===== src/rtl/calculator_pkg.sv =====
// Shared constants and state encodings for the calculator datapath and its readback engine.
package calculator_pkg;

    localparam int ADDR_W        = 4;
    localparam int MEM_WORD_SIZE = 64;
    localparam int DATA_W        = MEM_WORD_SIZE / 2;

    // RD_ prefix keeps these clear of the controller's state_t literals.
    typedef enum logic [2:0] {
        RD_IDLE,
        RD_FETCH,
        RD_CAPTURE,
        RD_LO,
        RD_HI,
        RD_DONE
    } rd_state_t;

endpackage


===== src/rtl/result_reader.sv =====
// Streams an inclusive, wrapping address range of 64-bit words as lo/hi 32-bit beats; first beat 3 cycles after start, 4 cycles/word.
// Holds beat data stable under out_ready=0; no memory read is issued until the current word's hi beat is accepted.
module result_reader
    import calculator_pkg::*;
(
    input  logic                     clk_i,
    input  logic                     rst_i,
    input  logic                     start_i,
    input  logic [ADDR_W-1:0]        read_start_addr,
    input  logic [ADDR_W-1:0]        read_end_addr,
    output logic                     read,
    output logic [ADDR_W-1:0]        r_addr,
    input  logic [MEM_WORD_SIZE-1:0] r_data,
    output logic                     out_valid,
    input  logic                     out_ready,
    output logic [DATA_W-1:0]        out_data,
    output logic                     out_last,
    output logic                     busy,
    output logic                     done
);

    rd_state_t                state_q, state_d;
    logic [ADDR_W-1:0]        cur_addr_q, cur_addr_d;
    logic [ADDR_W-1:0]        end_addr_q, end_addr_d;
    logic [MEM_WORD_SIZE-1:0] hold_q, hold_d;
    logic                     at_end;

    assign at_end = (cur_addr_q == end_addr_q);
    assign r_addr = cur_addr_q;

    always_ff @(posedge clk_i or posedge rst_i) begin
        if (rst_i) begin
            state_q    <= RD_IDLE;
            cur_addr_q <= '0;
            end_addr_q <= '0;
            hold_q     <= '0;
        end else begin
            state_q    <= state_d;
            cur_addr_q <= cur_addr_d;
            end_addr_q <= end_addr_d;
            hold_q     <= hold_d;
        end
    end

    always_comb begin
        state_d    = state_q;
        cur_addr_d = cur_addr_q;
        end_addr_d = end_addr_q;
        hold_d     = hold_q;
        read       = 1'b0;
        out_valid  = 1'b0;
        out_data   = '0;
        out_last   = 1'b0;
        busy       = 1'b1;
        done       = 1'b0;

        unique case (state_q)
            RD_IDLE: begin
                busy = 1'b0;
                if (start_i) begin
                    cur_addr_d = read_start_addr;
                    end_addr_d = read_end_addr;
                    state_d    = RD_FETCH;
                end
            end
            RD_FETCH: begin
                read    = 1'b1;
                state_d = RD_CAPTURE;
            end
            RD_CAPTURE: begin
                hold_d  = r_data;
                state_d = RD_LO;
            end
            RD_LO: begin
                out_valid = 1'b1;
                out_data  = hold_q[DATA_W-1:0];
                if (out_ready) begin
                    state_d = RD_HI;
                end
            end
            RD_HI: begin
                out_valid = 1'b1;
                out_data  = hold_q[MEM_WORD_SIZE-1:DATA_W];
                out_last  = at_end;
                if (out_ready) begin
                    if (at_end) begin
                        state_d = RD_DONE;
                    end else begin
                        // Natural overflow gives the wrap through max address to 0.
                        cur_addr_d = cur_addr_q + ADDR_W'(1);
                        state_d    = RD_FETCH;
                    end
                end
            end
            RD_DONE: begin
                done    = 1'b1;
                state_d = RD_IDLE;
            end
            default: begin
                state_d = RD_IDLE;
            end
        endcase
    end

endmodule


===== config.mk =====
export PLATFORM = sky130hd
export DESIGN_NAME = result_reader
export DESIGN_NICKNAME = d
export VERILOG_FILES = /design/src/rtl/calculator_pkg.sv /design/src/rtl/result_reader.sv
export SDC_FILE = /design/constraint.sdc
export NUM_CORES = 1
export LEC_CHECK = 0
export CORE_MARGIN = 2
export CORE_UTILIZATION = 46
export DETAILED_ROUTE_END_ITERATION = 8
export GPL_TIMING_DRIVEN = 0
export PLACE_DENSITY = 0.89
export SYNTH_ARGS = -nofsm -noshare
export SYNTH_HDL_FRONTEND = slang
export SYNTH_SLANG_ARGS = --single-unit
export TNS_END_PERCENT = 30

===== constraint.sdc =====
create_clock -name clk_i -period 3.1 [get_ports clk_i]
set_input_delay 0.93 -clock clk_i [delete_from_list [all_inputs] [get_ports clk_i]]
set_output_delay 0.93 -clock clk_i [all_outputs]
set_load 0.02 [all_outputs]

* Yosys cells after proc, flatten, opt, wreduce, memory -nomap -nowiden
Index checks and enable logic that the tools add are counted.
Storage, ports and cells: word-level logic and storage cells 36, output and inout port bits 41, bits of input ports 76, bits in registers 75
Operators by class: equality and inequality tests 10, add/subtract/negate cells 1, multiplexer cells 15, reduce and logical (&&, ||, !) cells 6
Operators by type and width (number):
- 32-bit one-hot mux with 2 select lines | 1
- 3-bit one-hot mux with 5 select lines | 1
- 3-bit 2-to-1 mux | 4
- 4-bit 2-to-1 mux | 3
- 2-bit != test (second input constant) | 4
- 4-bit one-hot mux with 2 select lines | 1
- 3-bit by 2-bit equality test with 1-bit output (second input constant) | 2
- 3-bit equality test (second input constant) | 2
- 1-bit 2-to-1 mux | 5
- 4-bit by 1-bit adder with 4-bit output (second input constant) | 1
- 4-bit equality test | 1
- 4-bit AND reduction | 1
- 3-bit by 1-bit equality test with 1-bit output (second input constant) | 1
- 3-bit zero test | 1
- 3-bit AND reduction | 1
- 2-bit AND reduction | 1
- 2-bit nonzero test | 1
- 2-bit OR reduction | 1

* Longest topological paths before layout
depth in word-level cells 4, depth in mapped cells 6, mapped depth without buffers 4

* Least setup slack after synthesis
OpenSTA, ideal clock, no wires.
path kind reg-to-output, from reg state_q[0], to out out_data[0], arrival 1.447 ns, path buffers 3, path slack 0.723 ns, required time 2.170 ns, cell stages (with the launch flop) 6, cells stage by stage dfrtp_1 -> buf_4 -> nor3b_4 -> buf_2 -> buf_4 -> a22o_1
Between the ends: cells in the longest elaborated chain, start to end 2, elaborated cells between the ends (all ways) 3, classes of those cells eq/ne: 2; mux: 1
Ends and longest elaborated chain:
- start, declared | line result_reader.sv:22 | rd_state_t state_q, state_d;
- start signal, assigned | line result_reader.sv:38 | state_q <= state_d;
- 3-bit equality test / 3-bit by 2-bit equality test with 1-bit output (equally long branches) | line result_reader.sv:57 | unique case (state_q)
- 32-bit one-hot mux with 2 select lines * | line result_reader.sv:57
- end, declared | line result_reader.sv:16 | output logic [DATA_W-1:0] out_data,
Mark *: on every way between the ends. The rest lies on a longest branch, timed or not.

* Worst setup path after layout
from reg state_q[1], to out out_data[15]
The elaborated chain is that of the path after synthesis.

==> flow_summary_export.csv <==
group,metric,value,unit
power_and_ir_drop,combPwrFrac,54.7,%
sta,holdWs,0.5122,ns
power_and_ir_drop,switching_share,35.68,%
synthesis,syn_area,0.003660,mm^2
synthesis,synth_edf_count,0,
drt,antenna_left,0,
synthesis,syn-num-nets,318,
worst_setup_path,critPathKind,"flop to output port",
worst_hold_path,hold_path.class,"flop to flop",
worst_setup_path,rrSetupSlack,1.36,ns
global_route,grt_pass1_vias,2691,
floorplan,rows,32,
worst_setup_path,worst-r2r-cell-count,5,
drt,drc,0,
power_and_ir_drop,p_leak,2.364,nW
floorplan,die_w,93.20,um
power_and_ir_drop,ir_drop,0.0005007,V
worst_setup_path,r2r-end,"r_addr[1]",
synthesis,synth_adder_area_share,0.3419,%
cells_and_area,n_antenna_cell,0,
synthesis,synth.distinct_cells,36,
sta,clock_skew,0.01673,ns
global_route,grt_util_met1,27.60,%
placed_design,numPortBuffers,116,
floorplan,initial_core_util,47.36,%
placed_design,post-place-ws,-0.01585,ns
synthesis,synth_seq_cells,75,
floorplan,fp.dieH,93.20,um
placed_design,dp_hpwl,6.292,mm
placed_design,gp_congestion,0.7722,
power_and_ir_drop,switchingPower,1.942,mW
synthesis,synth_compound_area_share,10.63,%
worst_setup_path,arrival,2.08,ns
drt,drt_wl_total,8.716,mm
sta,period_needed,3.008,ns
synthesis,synth_most_common_cell,"dfrtp_1",
synthesis,synth_flop_cell,"dfrtp_1",
global_route,grt_pass1_wl,14.06,mm
synthesis,syn-instance-count,241,
synthesis,synth-simple-area-share,4.615,%
global_route,grtUsageTotal,21.16,%
cts,path_clk_slew,0.08,ns
cells_and_area,nets,446,
global_route,gr-usage-met2,36.29,%
floorplan,ioPinCount,117,
cells_and_area,fin_util,66.16,%
placed_design,dp_cells,460,
synthesis,synth_top_family_by_area,"multiplexers",
worst_hold_path,hold_depth,1,
cts,cts_made_buffers,9,
power_and_ir_drop,clockPowerShare,11.6,%
cts,h-tree-depth,3,
sta,slew_headroom,72.15,%
cts,cts_tree,"done",
cells_and_area,area_growth,39.69,%
cells_and_area,final_cells,476,
power_and_ir_drop,intPower,3.499,mW
worst_hold_path,min-delay-start,"hold_q[11]",
cts,root_buffer,"clkbuf_8",
synthesis,synth_top_area_share,51.28,%
synthesis,synth_top_cell_by_area,"dfrtp_1",
worst_setup_path,path_max_fanout,10,
global_route,busiest_layer,"met2",
global_route,grt_max_degree,76,
sta,finalHoldViolCount,0,
power_and_ir_drop,p_per_area,1064,mW/mm^2
synthesis,seq_area_frac_synth,51.28,%
synthesis,synthXorXnorAreaFrac,0.9573,%
floorplan,coreArea,0.007727,mm^2
power_and_ir_drop,share_seq_of_total_power,33.7,%
global_route,overflow,0,
worst_setup_path,crit_required,2.17,ns
synthesis,avgSynthCellArea,15.19,um^2
job,cap_violations,0,
sta,min_period_over_period,97.03,%
drt,viasPerCell,5.275,
run_status,status,"finished clean",
sta,final-max-slew-violation-count,0,
synthesis,synthTopCellsByCount,"dfrtp_1, mux2_4, a22o_1",
floorplan,die-area,0.008685,mm^2
cts,ctsLongestPathBuffers,2,
drt,dr.pass1.iters,4,
sta,worstMarginPinSlew,0.4159,ns
sta,setup_viol,0,
worst_hold_path,whs_endpoint,"hold_q[11]",
cts,cts.sinks,75,
sta,setup_ws,0.09195,ns
worst_setup_path,startpoint_type,"flop",
global_route,antenna_found_initial,0,
sta,fmax,0.3324,GHz
sta,rsz0062_at_grt,"no",
cts,hold_buffers,0,
cts,worstSkewPairLatency,0.34,ns
drt,vias,2511,
global_route,met3_usage,4.351,%
synthesis,ys_warn_count,0,
cells_and_area,drive_gt1_share,28.88,%
synthesis,synth.area.top_cells,"dfrtp_1, mux2_4, a22o_1, mux2_2, buf_6",
synthesis,synthMuxAreaShare,27.69,%
power_and_ir_drop,total_power,5.441,mW
drt,drt_iter0_drc,67,
worst_setup_path,r2r_start,"state_q[1]",
worst_setup_path,end_kind,"output port",
drt,wl_per_cell,18.31,um
synthesis,async_flop_share,100.0,%
critical path, stage by stage (launching register included):
cell	delay [ns]
dfrtp_1	0.38
buf_6	0.14
and2b_1	0.17
and2_2	0.24
buf_4	0.20
a22o_1	0.26
dlygate4sd2_1	0.33
sequential cells by signal, summed over array words and instances, names as in the netlist:
register,cells
r_addr,4
hold_q,64
state_q,3
end_addr_q,4
metal layers:
layer | share of wire [%] | vias to the layer above
li1 | - | 1146
met1 | 45 | 1287
met2 | 50 | 69
met3 | 4.0 | 9
met4 | 1.1 | 0
met5 | 0 | -
repair_timing:
item | CTS | global route
setup buffers | 1 | 0
resized for setup | 37 | 0
endpoints found under the setup margin | 33 | 0
cell usage in the layout, fill, tap and decap left out, types with 2 or more instances in the layout:
cell type / count
buf_4: 8
mux2_2: 9
clkbuf_1: 4
clkinv_2: 3
dlygate4sd2_1: 31
mux2_4: 60
a2bb2oi_1: 3
a22o_1: 32
o21ai_0: 2
buf_6: 9
dfrtp_1: 75
clkbuf_8: 9
inv_1: 3
xnor2_1: 4
nand3_1: 3
clkdlybuf4s50_1: 85
and3_1: 2
a21oi_2: 2
a221oi_1: 3
nor2_1: 5
worst max path at each step:
stage | startpoint | endpoint | slack, ns | cells past startpoint
global placement | rst_i | hold_q[53] | -0.91 | 2
global route | state_q[1] | out_data[15] | 0.002 | 6
floorplan | rst_i | end_addr_q[0] | 0.26 | 1
finish | state_q[1] | out_data[15] | 0.09 | 6
detailed placement | state_q[0] | out_data[9] | -0.02 | 6
CTS | state_q[1] | out_data[15] | 0.07 | 6
metrics by stage:
step	instance area, um^2	TNS, ns
floorplan	3660	0
global placement	4949	-67.88
detailed placement	4979	-0.03387
CTS	5112	0
global route	5112	0
finish	5112	0
final cells by class:
class	count	area [um^2]
Buffer	17	158.9
Clock buffer	13	138.9
Clock inverter	3	15.01
Fill cell	569	2615
Inverter	4	17.52
Multi-Input combinational cell	144	1620
Sequential cell	75	1877
Tap cell	102	127.6
Timing Repair Buffer	118	1157
power by group through the flow:
stage	clock network (mW)	logic, mW	registers (mW)
after floorplan	0	2.20	1.77
after global placement	0	3.04	1.81
after global routing	0.688	3.17	1.89
after CTS	0.651	3.01	1.83
after detailed placement	0	3.12	1.84
final	0.630	2.98	1.83
cells by family after synthesis:
kind of cell | after synthesis
flip-flops | 75
multiplexers | 70
AO/OA/AOI/OAI | 46
AND/OR/NAND/NOR | 23
buffers and inverters | 22
XOR/XNOR | 4
adder cells (fa/ha/maj) | 1
Power figures use the tool's default switching activity.
